<file path="config.mk">
export PLATFORM = sky130hd
export DESIGN_NAME = serial_subtractor
export DESIGN_NICKNAME = d
export VERILOG_FILES = /design/src/rtl/serial_subtractor.sv
export SDC_FILE = /design/constraint.sdc
export NUM_CORES = 1
export LEC_CHECK = 0
export BUFFER_PORTS_ARGS = -buffer_cell sky130_fd_sc_hd__buf_2
export CORE_MARGIN = 2
export CORE_UTILIZATION = 45
export CTS_CLUSTER_SIZE = 30
export DETAILED_ROUTE_END_ITERATION = 8
export GPL_TIMING_DRIVEN = 0
export PLACE_DENSITY = 0.68
export SKIP_LAST_GASP = 1
export SYNTH_ARGS = -nofsm -noshare
export SYNTH_HDL_FRONTEND = slang
export SYNTH_SLANG_ARGS = --single-unit
</file>
<file path="constraint.sdc">
create_clock -name clk -period 5.7 [get_ports clk]
set_input_delay 0 -clock clk [delete_from_list [all_inputs] [get_ports clk]]
set_output_delay 0 -clock clk [all_outputs]
set_load 0.02 [all_outputs]
</file>
<file path="src/rtl/serial_subtractor.sv">
// Multi-cycle N-bit subtractor: one W-bit slice per cycle, LSB chunk first,
// with the borrow carried between chunks in a register. Valid/ready on both sides.
module serial_subtractor #(
    parameter int N = 64,
    parameter int W = 16
) (
    input  logic         clk,
    input  logic         rst,
    input  logic         in_valid,
    output logic         in_ready,
    input  logic [N-1:0] inp1,
    input  logic [N-1:0] inp2,
    output logic         out_valid,
    input  logic         out_ready,
    output logic [N-1:0] diff,
    output logic         bout,
    output logic         ovf
);
    localparam int NCHUNK = N / W;
    localparam int IDXW   = (NCHUNK > 1) ? $clog2(NCHUNK) : 1;

    typedef enum logic [1:0] {IDLE, SUB, DONE} state_t;

    state_t          state_q, state_d;
    logic [IDXW-1:0] idx_q, idx_d;
    logic            borrow_q, borrow_d;
    logic [N-1:0]    a_q, a_d;
    logic [N-1:0]    b_q, b_d;
    logic [N-1:0]    diff_q, diff_d;
    logic            bout_q, bout_d;
    logic            ovf_q, ovf_d;
    logic            out_valid_q, out_valid_d;

    logic [W-1:0]    a_chunks [NCHUNK];
    logic [W-1:0]    b_chunks [NCHUNK];
    logic [W-1:0]    a_chunk, b_chunk, slice_d;
    logic [W:0]      slice_res;
    logic            slice_b;
    logic            last_chunk;

    // Extra top bit of the W+1-bit difference is the borrow out of this slice.
    assign a_chunk    = a_chunks[idx_q];
    assign b_chunk    = b_chunks[idx_q];
    assign slice_res  = {1'b0, a_chunk} - {1'b0, b_chunk} - {{W{1'b0}}, borrow_q};
    assign slice_d    = slice_res[W-1:0];
    assign slice_b    = slice_res[W];
    assign last_chunk = (idx_q == IDXW'(NCHUNK - 1));

    generate
        for (genvar gi = 0; gi < NCHUNK; gi++) begin : g_chunk
            assign a_chunks[gi] = a_q[gi*W +: W];
            assign b_chunks[gi] = b_q[gi*W +: W];
            assign diff_d[gi*W +: W] = (state_q == SUB && idx_q == IDXW'(gi))
                                       ? slice_d : diff_q[gi*W +: W];
        end
    endgenerate

    assign in_ready  = (state_q == IDLE) && !rst;
    assign out_valid = out_valid_q;
    assign diff      = diff_q;
    assign bout      = bout_q;
    assign ovf       = ovf_q;

    always_comb begin
        state_d     = state_q;
        idx_d       = idx_q;
        borrow_d    = borrow_q;
        a_d         = a_q;
        b_d         = b_q;
        bout_d      = bout_q;
        ovf_d       = ovf_q;
        out_valid_d = out_valid_q;
        case (state_q)
            IDLE: begin
                if (in_valid && in_ready) begin
                    a_d      = inp1;
                    b_d      = inp2;
                    borrow_d = 1'b0;
                    idx_d    = '0;
                    state_d  = SUB;
                end
            end
            SUB: begin
                borrow_d = slice_b;
                if (last_chunk) begin
                    bout_d      = slice_b;
                    ovf_d       = (a_q[N-1] != b_q[N-1]) && (slice_d[W-1] != a_q[N-1]);
                    out_valid_d = 1'b1;
                    state_d     = DONE;
                end else begin
                    idx_d = idx_q + 1'b1;
                end
            end
            DONE: begin
                if (out_ready) begin
                    out_valid_d = 1'b0;
                    state_d     = IDLE;
                end
            end
            default: state_d = IDLE;
        endcase
    end

    always_ff @(posedge clk) begin
        if (rst) begin
            state_q     <= IDLE;
            idx_q       <= '0;
            borrow_q    <= 1'b0;
            a_q         <= '0;
            b_q         <= '0;
            diff_q      <= '0;
            bout_q      <= 1'b0;
            ovf_q       <= 1'b0;
            out_valid_q <= 1'b0;
        end else begin
            state_q     <= state_d;
            idx_q       <= idx_d;
            borrow_q    <= borrow_d;
            a_q         <= a_d;
            b_q         <= b_d;
            diff_q      <= diff_d;
            bout_q      <= bout_d;
            ovf_q       <= ovf_d;
            out_valid_q <= out_valid_d;
        end
    end
endmodule

</file>
After elaboration in Yosys (flattened, before gate mapping)
Index checks and enable logic that the tools add are counted.

word-level totals
  word-level logic and storage cells = 64
  register bits = 200
  output and inout bits = 68

cells by class
  bitwise logic cells = 1
  $add $sub $neg = 3
  magnitude comparators = 1
  muxes and demuxes = 18
  reductions and logical operators = 18
  equal/unequal tests = 11

operators with widths
  kind                 number
  $bmux 16 s2          2
  $mux 16              4
  $sub 16x16->17       1
  $sub 17x1->17        1
  $mux 2               5
  $reduce_and 3->1     3
  $logic_and 1x1->1    7
  $eq 2x2->1 const B   3
  $ne 2x2->1 const B   3
  $pmux 2 s3           1
  $reduce_and 2->1     3
  $eq 2x1->1 const B   2
  $logic_not 2->1      2
  $pmux 1 s2           2
  $pmux 2 s2           1
  $reduce_bool 2->1    2
  $ge 3x3->1 const B   1
  $mux 1               3
  $not 2->3            1
  $add 2x1->2 const B  1
  $ne 1x1->1           2
  $ne 2x1->1 const B   1
  $logic_not 1->1      1

Logic depth before layout (Yosys ltp)
Gate-level depths: netlist (run 1).

  depth in word-level cells = 8
  mapped depth = 15
  mapped depth without buffers = 12

Worst setup path before layout (run 1)
OpenSTA, ideal clock, no wires.

  kind = reg2reg
  from = register idx_q[0]
  to = register borrow_q
  data required time = 5.573 ns
  arrival = 4.160 ns
  stages on the path, launching flop included = 16
  setup slack = 1.413 ns
  cell sequence = dfxtp_1 > clkbuf_1 > clkbuf_1 > buf_1 > mux4_2 > inv_1 > fa_1 > inv_1 > fa_1 > nand2b_1 > a21oi_1 > o211ai_1 > a311o_1 > a311o_1 > and4b_1 > or3_1

between the ends
  longest elaborated chain between the ends = 7
  elaborated cells between the ends (all ways) = 10

ends and longest elaborated chain
  element                                          line    text
  start: declaration                               25      logic [IDXW-1:0] idx_q, idx_d;
  start signal: assignment                         117     idx_q <= idx_d;
  $not 2->3 (implied by the code) (*)              42, 43
  $bmux 16 s2, on equally long branches            42, 43
  $mux 16, on equally long branches (2 in series)  42, 43
  $sub 16x16->17 (*)                               44      assign slice_res = {1'b0, a_chunk} - {1'b0, b_chunk} - {{W{1'b0}}, borrow_q};
  $sub 17x1->17 (*)                                44
  $pmux 1 s2 (*)                                   73      case (state_q)
  end signal: assignment                           118     borrow_q <= borrow_d;
  end: declaration                                 26      logic borrow_q, borrow_d;

Mark *: on every way between the ends. The rest lies on a longest branch, timed or not. The select of a mux whose other input is x is not followed.
A chain may end at the register's enable or synchronous reset.

Worst setup path after layout (run 1)
Ends and elaborated chain as after synthesis.

==> metrics list, run 1 <==
* Final HPWL from detailed placement: 19.08 mm
* Gpl congestion: 0.8830
- Crit path required time: 6.02 ns
* Clock tree from TritonCTS: yes
* Cell with the most instances after synthesis: sky130_fd_sc_hd__nand2_1
- Count of final setup violators: 0
- Between clock sinks in the finished design, the worst skew comes to 0.01117 ns.
- Combinational family with the most area after synthesis: simple AND/OR/NAND/NOR gates
- Setup tns final: 0 ns
- After synthesis, the share of cell area in mux cells is 8.004%.
- Summed over all cells, the static leakage comes to 5.586 nW.
* XOR/XNOR share of the synthesized area: 1.334%
- Critical Path Slowest Stage Cell: sky130_fd_sc_hd__buf_1
- Worst-path fanout max: 10
- Max Root-Sink Buffers: 2
* Run status: finished clean
* Cell depth of the worst flop-to-flop path: 15
- After Yosys synthesis, and, or, nand and nor cells account for 29.58% of the synthesized area.
- Synth Area per Inst: 8.558 µm²
- Summed over its instances, the top area cell type makes up 44.01% of the synthesized netlist area.
- Setup repair after global routing left no endpoint under its margin.
* Number of nets produced by synthesis: 1229
- Dominant synthesized flop cell: sky130_fd_sc_hd__dfxtp_1
- Core Footprint: 0.02004 mm²
- Share of async-settable or async-resettable flops after synthesis: 0%
* Count of antenna diodes in the layout: 0
- Via count of the first global-routing pass: 8453
- In this run the remaining antenna-violating nets after routing total 0.
* Fraction of the mapped netlist area in compound gates: 7.110%
- Hold is met by 0.1655 ns.
* Number of input and output port buffers inserted: 198
- The smallest clock period supported by the final layout is computed as 5.330 ns.
- Cell-by-cell trace of the critical path: clkbuf_1 -> clkbuf_1 -> buf_1 -> mux4_2 -> inv_1 -> fa_1 -> inv_1 -> fa_1 -> nand2b_1 -> a21oi_1 -> o211ai_1 -> a311o_1 -> a311o_1 -> and4b_1 -> or3_1
* Fraction of layout cells with a size suffix above 1: 18.69%
- Max Transition Viols Final: 0
* Overall die height: 146.2 µm
- Summing the areas of all fa, ha and maj instances in the mapped netlist gives 4.841% of the synthesized area.
- Once the floorplan was initialized, standard cells occupied 45.40% of the core.
- Largest cells by area after synthesis: sky130_fd_sc_hd__dfxtp_1, sky130_fd_sc_hd__nand2_1, sky130_fd_sc_hd__nand3b_1, sky130_fd_sc_hd__mux4_2, sky130_fd_sc_hd__ha_1
* Maximum VDD drop: 0.0002596 V
* Worst skew pair latency: 0.44 ns
* Wire length of the first global-routing pass: 43.69 mm
* Min-Delay Path Class: input pin to register
- Final wirelength: 27.84 mm
- Dividing the detail-routed wire length by the instance count gives 16.44 µm.
- In this run the tightest slew margin relative to its limit is 41.34%.
- The detailed router finished its first iteration with 572 violations.
* Cell accounting for the most synthesized area: sky130_fd_sc_hd__dfxtp_1
- The path with the worst hold slack has its endpoint at borrow_q.
* Remaining global-route overflow: 0
- Warnings from Yosys: 0
- Level count of the clock H-tree: 4
* Kind of critical path: register to register
- In this run the clock root is driven by a sky130_fd_sc_hd__clkbuf_16.
- For this design the ratio of total power to cell area is 308.9 mW/mm².
- Counting every sink on the clock net gives 200.
- The count of final hold-check violations came to 0.
* Die footprint: 0.02137 mm²
* Fmax: 0.1876 GHz
* Post-synthesis instance area: 0.009097 mm²
- Area delta synth->final: 35.73%
- Period Utilization, post-route: 93.52%
- Max-cap violations: 0
- Initial antenna violation count: 0
- The commonest cells after synthesis are sky130_fd_sc_hd__nand2_1, sky130_fd_sc_hd__dfxtp_1, sky130_fd_sc_hd__nand3b_1.
* Critical path startpoint category: register
- In this run the critical register-to-register path is captured at borrow_q.
- Setup slack on the worst reg-to-reg path comes out at 0.37 ns.
- Crit path arrival time: 5.66 ns
* Reg clk slew, reported paths: 0.07 ns
* Mapped Cells: 1063
- The startpoint identified for the worst register-to-register timing path is idx_q[0].
- Worst hold path startpoint: rst
* Die width: 146.2 µm
- Along the worst hold path, the cell count comes to 3.
- For this block, the via count after detailed routing is 8652.
- Global-route usage over all layers: 25.95%
* Maximum number of pins on one net before global-route repair: 19
- Unique masters post-synth: 46
* Delay contributed by the slowest stage of the critical path: 0.60 ns
* # rows: 52
- The net count of the finished layout is 1576.
- At the pin with the least slew margin, the transition time is 0.8736 ns.
- # IOs: 200
* DR vias/cell: 5.110
- STA classifies the critical path endpoint as a register.
* Number of buffers created by CTS: 17
* Number of buffers inserted to repair setup after CTS: 0
- The pre-antenna-repair detailed-routing pass consisted of 5 iterations.
- The share of the Yosys chip area taken by registers is 44.01%.
- Number of synthesized flops with an enable pin: 0
- Register bit count reported by yosys: 200
* Post-detailed-route DRC marker count: 0
-- how the worst max path moves through the flow --
stage	from	to	slack, ns
finish	idx_q[0]	borrow_q	0.37
global route	idx_q[0]	borrow_q	0.13
CTS	idx_q[0]	diff[62]	0.24
floorplan	idx_q[0]	borrow_q	1.41
detailed placement	idx_q[0]	diff[62]	0.26
global placement	idx_q[0]	diff[62]	0.31
-- sequential cells by signal, indices dropped and copies added (netlist names) --
name	count
bout	1
borrow_q	1
state_q	2
b_q	64
ovf	1
idx_q	2
a_q	64
out_valid	1
diff	64
-- layout by cell type (no fill, tap or decap), types with 7 or more instances in the layout --
cell	count
sky130_fd_sc_hd__dfxtp_1	200
sky130_fd_sc_hd__a21oi_1	56
sky130_fd_sc_hd__ha_1	32
sky130_fd_sc_hd__mux4_2	30
sky130_fd_sc_hd__nand2_1	353
sky130_fd_sc_hd__dlygate4sd3_1	130
sky130_fd_sc_hd__buf_2	198
sky130_fd_sc_hd__a211oi_1	18
sky130_fd_sc_hd__xnor2_1	8
sky130_fd_sc_hd__nand3b_1	133
sky130_fd_sc_hd__clkbuf_16	17
sky130_fd_sc_hd__clkbuf_1	68
sky130_fd_sc_hd__nor2_1	40
sky130_fd_sc_hd__inv_1	48
sky130_fd_sc_hd__nor3_1	7
-- report_power, final --
part	total [mW]	internal (mW)	switching (mW)
logic	1.01	0.401	0.606
clock network	1.25	0.684	0.570
registers	1.55	1.49	0.0575
-- cells by family (layout without fill, tap and decap cells) --
| family | count (synthesis) | after routing |
|---|---|---|
| AO/OA/AOI/OAI | 102 | 102 |
| XOR/XNOR | 13 | 13 |
| adder cells (fa/ha/maj) | 34 | 34 |
| buffers and inverters | 122 | 482 |
| flip-flops | 200 | 200 |
| multiplexers | 32 | 32 |
| AND/OR/NAND/NOR | 560 | 560 |
-- metrics by stage --
| step | cells | worst slack [ns] | utilization [%] | power [mW] | area [µm²] |
|---|---|---|---|---|---|
| floorplan | 1063 | 1.413 | - | 2.179 | 9097 |
| global placement | 1531 | 0.3096 | 52.03 | 2.487 | 10430 |
| detailed placement | 1531 | 0.2603 | 52.03 | 2.499 | 10430 |
| CTS | 1693 | 0.2404 | 61.59 | 3.808 | 12340 |
| global route | 1693 | 0.1286 | 61.62 | 3.971 | 12350 |
| finish | 1693 | 0.3696 | 61.62 | 3.814 | 12350 |
-- layer usage --
layer / GRT usage (%) / routed length, µm
met1: 34.36 / 12130
met2: 42.78 / 13120
met3: 4.688 / 1742
met4: 9.369 / 844
met5: 0 / 0
-- timing repair --
action,in CTS,in global routing
hold buffers,130,0
resized for setup,0,1
endpoints found under the hold margin,131,0
endpoints found under the setup margin,0,4
-- worst max-delay path: cells and delay by family, from the launching register on --
kind            cells  cell delay, ns
buf+inv             5            1.89
compound gates      4            1.25
simple gates        3            0.71
fa+ha+maj           2            0.60
mux                 1            0.41
flops               1            0.36
-- final cells by class --
| class | instances | area [µm²] |
|---|---|---|
| fillers | 1794 | 7691 |
| multi-input cells | 741 | 4634 |
| flip-flops and latches | 200 | 4004 |
| repair buffers | 328 | 2292 |
| clock buffers | 19 | 452.9 |
| well taps | 270 | 337.8 |
| plain buffers | 74 | 285.3 |
| inverters | 48 | 180.2 |
| clock inverters | 13 | 161.4 |
Note: power is estimated with default switching activity, not from simulation.
==> inputs of run 2 (changes only) <==
--- a/config.mk
+++ b/config.mk
@@ -12,6 +12,7 @@
 export DETAILED_ROUTE_END_ITERATION = 8
 export GPL_TIMING_DRIVEN = 0
 export PLACE_DENSITY = 0.68
+export RECOVER_POWER = 25
 export SKIP_LAST_GASP = 1
 export SYNTH_ARGS = -nofsm -noshare
 export SYNTH_HDL_FRONTEND = slang
==> run 2 against run 1 <==
Total power down 0.22%. Sequential share of layout area rose by 0.22 points. Setup slack about the same. Routed wire length is 0.40% higher. Critical path depth unchanged. Clock power hardly changed. Sequential power about the same. Core utilization is 0.42 points lower. Clock-buffer cell count stayed put. Via count rose by 0.45%. Die area unchanged. Largest power group unchanged. Highest routed layer unchanged.
==> metrics list, run 2 (synthesized netlist as in run 1, its figures left out) <==
* Run status: finished clean
* Maximum number of pins on one net before global-route repair: 19
* Number of instances in the placed design: 1531
- Buffers inserted during clock tree synthesis total 17.
* Post-detailed-route DRC marker count: 0
- Global-route usage over all layers: 25.95%
* Final core utilization: 61.20%
* Clock period minus final worst setup slack: 5.331 ns
* Master cell of the clock root buffer: sky130_fd_sc_hd__clkbuf_16
- Crit path required time: 6.02 ns
- Initial antenna violation count: 0
- Maximum VDD drop: 0.0002603 V
- For the pin with the worst max-slew slack, the measured transition is 0.8877 ns.
- Power density relative to cell area: 310.3 mW/mm²
- The max-slew violation count is 0.
* DR vias/cell: 5.133
- Die footprint: 0.02137 mm²
* Count of final setup violators: 0
* Core Footprint: 0.02004 mm²
- Reg clk slew, reported paths: 0.07 ns
* Setup tns final: 0 ns
- Die width: 146.2 µm
- Number of DRC markers in iteration 0: 616
* Slack of the worst reg-to-reg path: 0.37 ns
* Worst-case headroom to the max-slew limit: 40.39%
- Critical path startpoint category: register
- RR Startpoint: idx_q[0]
- Across all layers, the routed design uses 8691 vias.
- TritonCTS built the clock tree.
* Startpoint of the worst setup timing path: idx_q[0]
- Timing would allow up to 0.1876 GHz.
* Area post-placement: 0.01043 mm²
- Number of hold violations in the final report: 0
- Worst clock skew: 0.01099 ns
- Kind of critical path: register to register
- The tightest min-delay check is of the input pin to register type.
* Leakage dissipation: 5.298 nW
- Most common library cell in the layout ignoring fill and taps: sky130_fd_sc_hd__nand2_1
- Final wirelength: 27.95 mm
- Post-route insts no fill: 1693
- Commonest cells after routing, fill and taps aside: sky130_fd_sc_hd__nand2_1, sky130_fd_sc_hd__dfxtp_1, sky130_fd_sc_hd__clkbuf_1
- Total power consumption of the routed design: 3.805 mW
- Period Utilization, post-route: 93.52%
- The worst setup path is captured at a register.
- In the final routed layout, each cell accounts on average for 16.51 µm.
- After global routing the overflow that remains totals 0.
* Delay contributed by the slowest stage of the critical path: 0.59 ns
- Row generation in the floorplan step produced 52 rows.
- The slowest stage of the critical path belongs to the cell sky130_fd_sc_hd__clkbuf_1.
- In this run the most critical hold path is launched from rst.
* Initial Util: 45.40%
* Worst skew pair latency: 0.44 ns
* Wire length of the first global-routing pass: 43.69 mm
* Gpl congestion: 0.8830
- For this run, the post-layout net count is 1576.
- Once detail routing completed, the nets flagged for antenna violations numbered 0.
- Along the worst path, the maximum fanout reaches 10.
* Sinks on Clock Net: 200
- The first detailed-routing pass took 5 iterations.
- Port buffering added 198 buffers.
- Crit path depth: 15
- In this design, the largest share of critical-path delay is due to buffers and inverters.
- Area delta synth->final: 34.81%
- Unrepaired setup endpoints after global routing: no
* Max-cap violations: 0
* Via count of the first global-routing pass: 8453
- The worst hold path passes through 3 cells.
- Count of antenna diodes in the layout: 0
- Cell-by-cell trace of the critical path: clkbuf_1 -> clkbuf_1 -> buf_1 -> mux4_2 -> inv_1 -> fa_1 -> inv_1 -> fa_1 -> nand2b_1 -> a21oi_1 -> o211ai_1 -> a311o_1 -> a311o_1 -> and4b_1 -> or3_1
* Crit path arrival time: 5.66 ns
- Level count of the clock H-tree: 4
- Fraction of layout cells with a size suffix above 1: 13.98%
- Post-Layout Inst Area: 0.01226 mm²
* Final HPWL from detailed placement: 19.08 mm
- Cell depth of the worst flop-to-flop path: 15
* Buf+Inv Stages, Crit Path: 5
- Number of buffers inserted to repair setup after CTS: 0
- The die is 146.2 µm tall.
* Max Root-Sink Buffers: 2
* # IOs: 200
- Hold timing on the final database bottoms out at a slack of 0.1642 ns.
- Final worst slack: 0.3693 ns
- Before CTS, the worst setup slack after placement is 0.2603 ns.
## run 2: cell types whose count changed in the layout (fill, tap and decap cells not counted)
cell                       delta
sky130_fd_sc_hd__buf_2       -67
sky130_fd_sc_hd__clkbuf_1    +67
## run 2: repair_timing
item	CTS	global route
setup endpoints to repair	0	4
hold buffers	130	0
resized for setup	0	1
endpoints found under the hold margin	131	0
## run 2: worst register-to-register path, delay by kind of cell (launching register included)
kind / cells / cell delay (ns)
AO/OA/AOI/OAI: 4 / 1.26
AND/OR/NAND/NOR: 3 / 0.71
flip-flops: 1 / 0.37
adder cells (fa/ha/maj): 2 / 0.60
multiplexers: 1 / 0.41
buffers and inverters: 5 / 1.88
## run 2: per-layer routing
layer / global-route usage [%] / part of all wire [%] / vias to the layer above
li1: - / - / 4229
met1: 34.36 / 44 / 4081
met2: 42.78 / 47 / 320
met3: 4.688 / 6.2 / 61
met4: 9.369 / 3.0 / 0
met5: 0 / 0 / -
## run 2: layout make-up
class / instances / area [µm²]
multi-input combinational: 741 / 4634
clock inverter: 13 / 161.4
sequential: 200 / 4004
inverter: 48 / 180.2
tap: 270 / 337.8
fill: 1828 / 7775
buffer: 74 / 285.3
timing repair buffer: 328 / 2208
clock buffer: 19 / 452.9
## run 2: power by group
group | total, mW | switching, mW | internal (mW)
Combinational | 0.999 | 0.605 | 0.393
Clock | 1.25 | 0.569 | 0.684
Sequential | 1.55 | 0.0588 | 1.49
Total | 3.81 | 1.23 | 2.57
## run 2: worst paths after layout
| path | to |
|---|---|
| worst min-delay path | borrow_q |
| worst max-delay path | borrow_q |
| worst max register to register | borrow_q |
| worst min register to register | diff[41] |
==> inputs of run 3 (changes only) <==
--- a/config.mk
+++ b/config.mk
@@ -7,11 +7,11 @@
 export LEC_CHECK = 0
 export BUFFER_PORTS_ARGS = -buffer_cell sky130_fd_sc_hd__buf_2
 export CORE_MARGIN = 2
-export CORE_UTILIZATION = 45
+export CORE_UTILIZATION = 50
 export CTS_CLUSTER_SIZE = 30
 export DETAILED_ROUTE_END_ITERATION = 8
 export GPL_TIMING_DRIVEN = 0
-export PLACE_DENSITY = 0.68
+export PLACE_DENSITY = 0.74
 export RECOVER_POWER = 25
 export SKIP_LAST_GASP = 1
 export SYNTH_ARGS = -nofsm -noshare
==> run 3 against run 2 <==
Non-clock buffer count is the same. First-iteration DRC count decreased by 11%. Sequential cell count unchanged. Sequential power about the same. Combinational power fell by 1%. Clock-buffer cell count up 4. Critical path type unchanged.
==> metrics list, run 3 (synthesized netlist as in run 1, its figures left out) <==
* Core Footprint: 0.01790 mm²
* Period Utilization, post-route: 91.67%
* Sinks on Clock Net: 200
- Counting I/O delays and the setup requirement, the final critical path takes 5.225 ns.
- Termination of the worst setup path: diff[62]
- Commonest cells after routing, fill and taps aside: sky130_fd_sc_hd__nand2_1, sky130_fd_sc_hd__dfxtp_1, sky130_fd_sc_hd__clkbuf_1
* Fmax: 0.1914 GHz
- CTS placed an instance of sky130_fd_sc_hd__clkbuf_16 at the clock tree root.
- DRT Pass-1 Iters: 5
- DR vias/cell: 5.333
- Leakage dissipation: 5.288 nW
* Final wirelength: 28.31 mm
- The critical path starts at idx_q[0].
* Gpl congestion: 0.8885
- Cell depth of the worst flop-to-flop path: 15
* Number of DRC markers in iteration 0: 547
- In the global route stage, overall resource usage came out at 29.14%.
- Cells with a size suffix above 1 make up 13.84% of the layout.
- No sink is reached through more buffers than the 2 on the longest clock path.
- The tightest min-delay check is of the input pin to register type.
* Worst clock skew: 0.01204 ns
- Along the worst hold path, the cell count comes to 3.
* Critical path startpoint category: register
- Maximum number of pins on one net before global-route repair: 17
- Number of buffers created by CTS: 17
- The total overflow left after global routing is 0.
* Level count of the clock H-tree: 4
- Hold is met by 0.1838 ns.
* Number of instances in the placed design: 1490
* Capture instance of the worst register-to-register path: diff[62]
* Total power consumption of the routed design: 3.728 mW
* # rows: 49
* Unrepaired setup endpoints after global routing: no
- Number of antenna-violating nets in the routed design: 0
- Number of input and output port buffers inserted: 198
- For the pin with the worst max-slew slack, the measured transition is 0.8582 ns.
- Maximum VDD drop: 0.0002570 V
* Power density relative to cell area: 306.3 mW/mm²
* Count of final setup violators: 0
- The first global-routing pass estimated 44.65 mm of wire.
* Overall die height: 138.9 µm
* Crit path arrival time: 5.52 ns
* Max-cap violations: 0
* Final HPWL from detailed placement: 18.60 mm
- Worst skew pair latency: 0.44 ns
* Max Transition Viols Final: 0
* Post-route insts no fill: 1653
- The worst setup path is of the register to register kind.
- Die width: 138.9 µm
* Number of hold violations in the final report: 0
* Nature of the critical path endpoint: register
* Wire per inst: 17.13 µm
* Worst-case headroom to the max-slew limit: 42.79%
- Compared with the post-synthesis result, the final layout area differs by 33.79%.
- Of all nets on the critical path, the largest fanout is 10.
* Post-detailed-route DRC marker count: 0
* Clock tree from TritonCTS: yes
- The routed layout has 8816 vias.
* # IOs: 200
- Leaving out fill and tap cells, the most frequent cell in the layout is sky130_fd_sc_hd__nand2_1.
- Run status: finished clean
- The floorplan step defined a die boundary enclosing 0.01929 mm².
- In the final timing run, aggregate negative setup slack is 0 ns.
- Initial Util: 50.82%
* RR Startpoint: idx_q[0]
- Fin nets: 1576
* Initial antenna violation count: 2
- For flop-to-flop paths, the worst setup slack is 0.47 ns.
- Crit path required time: 5.99 ns
- The number of global-route vias before repair was 8676.
- Reg clk slew, reported paths: 0.06 ns
run 3: cell count changes in the layout (fill, tap and decap cells not counted), moves of 2 or more:
cell	delta
sky130_fd_sc_hd__clkbuf_8	+2
sky130_fd_sc_hd__clkinv_2	+3
sky130_fd_sc_hd__clkinv_4	-3
sky130_fd_sc_hd__inv_8	-3
run 3: metal layers:
metal | share of wire, % | GRT usage, % | vias to the layer above
li1 | - | - | 4246
met1 | 43 | 37.62 | 4121
met2 | 46 | 47.47 | 369
met3 | 7.1 | 5.974 | 78
met4 | 3.9 | 13.02 | 2
met5 | 0.046 | 0 | -
run 3: final cells by class:
class	count	area (µm²)
fillers	1466	5731
well taps	229	286.5
clock buffers	23	488.0
diodes	1	2.502
plain buffers	74	286.5
flip-flops and latches	200	4004
inverters	48	180.2
clock inverters	9	87.58
repair buffers	328	2208
multi-input cells	741	4628
run 3: worst min path at each step:
stage / startpoint / endpoint / slack [ns]
2_1_floorplan: inp1[0] / a_q[0] / 0.1
3_3_place_gp: inp2[2] / b_q[2] / 0.18
3_5_place_dp: inp1[59] / a_q[59] / 0.19
4_1_cts: rst / borrow_q / 0.19
5_1_grt: rst / borrow_q / 0.23
6_report: rst / borrow_q / 0.18
run 3: what timing repair did:
item                                    CTS  global route
endpoints found under the setup margin    0             3
hold buffers                            130             0
gates resized for setup                   0             2
hold endpoints to repair                131             0
setup buffers                             0             0
run 3: critical path, stage by stage, from the launching register on:
cell	delay, ns
sky130_fd_sc_hd__dfxtp_1	0.36
sky130_fd_sc_hd__clkbuf_1	0.46
sky130_fd_sc_hd__clkbuf_2	0.43
sky130_fd_sc_hd__buf_1	0.56
sky130_fd_sc_hd__mux4_2	0.40
sky130_fd_sc_hd__inv_1	0.14
sky130_fd_sc_hd__fa_1	0.18
sky130_fd_sc_hd__inv_1	0.06
sky130_fd_sc_hd__fa_1	0.42
sky130_fd_sc_hd__nand2b_1	0.16
sky130_fd_sc_hd__a21oi_1	0.27
sky130_fd_sc_hd__o211ai_1	0.21
sky130_fd_sc_hd__a311o_1	0.37
sky130_fd_sc_hd__and4b_1	0.20
sky130_fd_sc_hd__a311oi_1	0.67
sky130_fd_sc_hd__o31ai_1	0.17
run 3: where the power goes:
part           switching [mW]  leakage, nW  internal, mW  total [mW]
clock                   0.536        0.284         0.652        1.19
sequential             0.0579         1.64          1.50        1.55
combinational           0.595         3.37         0.392       0.987
run 3: per-stage QoR:
stage | area [µm²] | util (%) | setup slack (ns)
after floorplan | 9097 | - | 1.413
after global placement | 10380 | 57.95 | 0.3686
after detailed placement | 10380 | 57.95 | 0.2693
after CTS | 12250 | 68.44 | 0.2670
after global routing | 12170 | 67.99 | 0.1846
final | 12170 | 67.99 | 0.4750
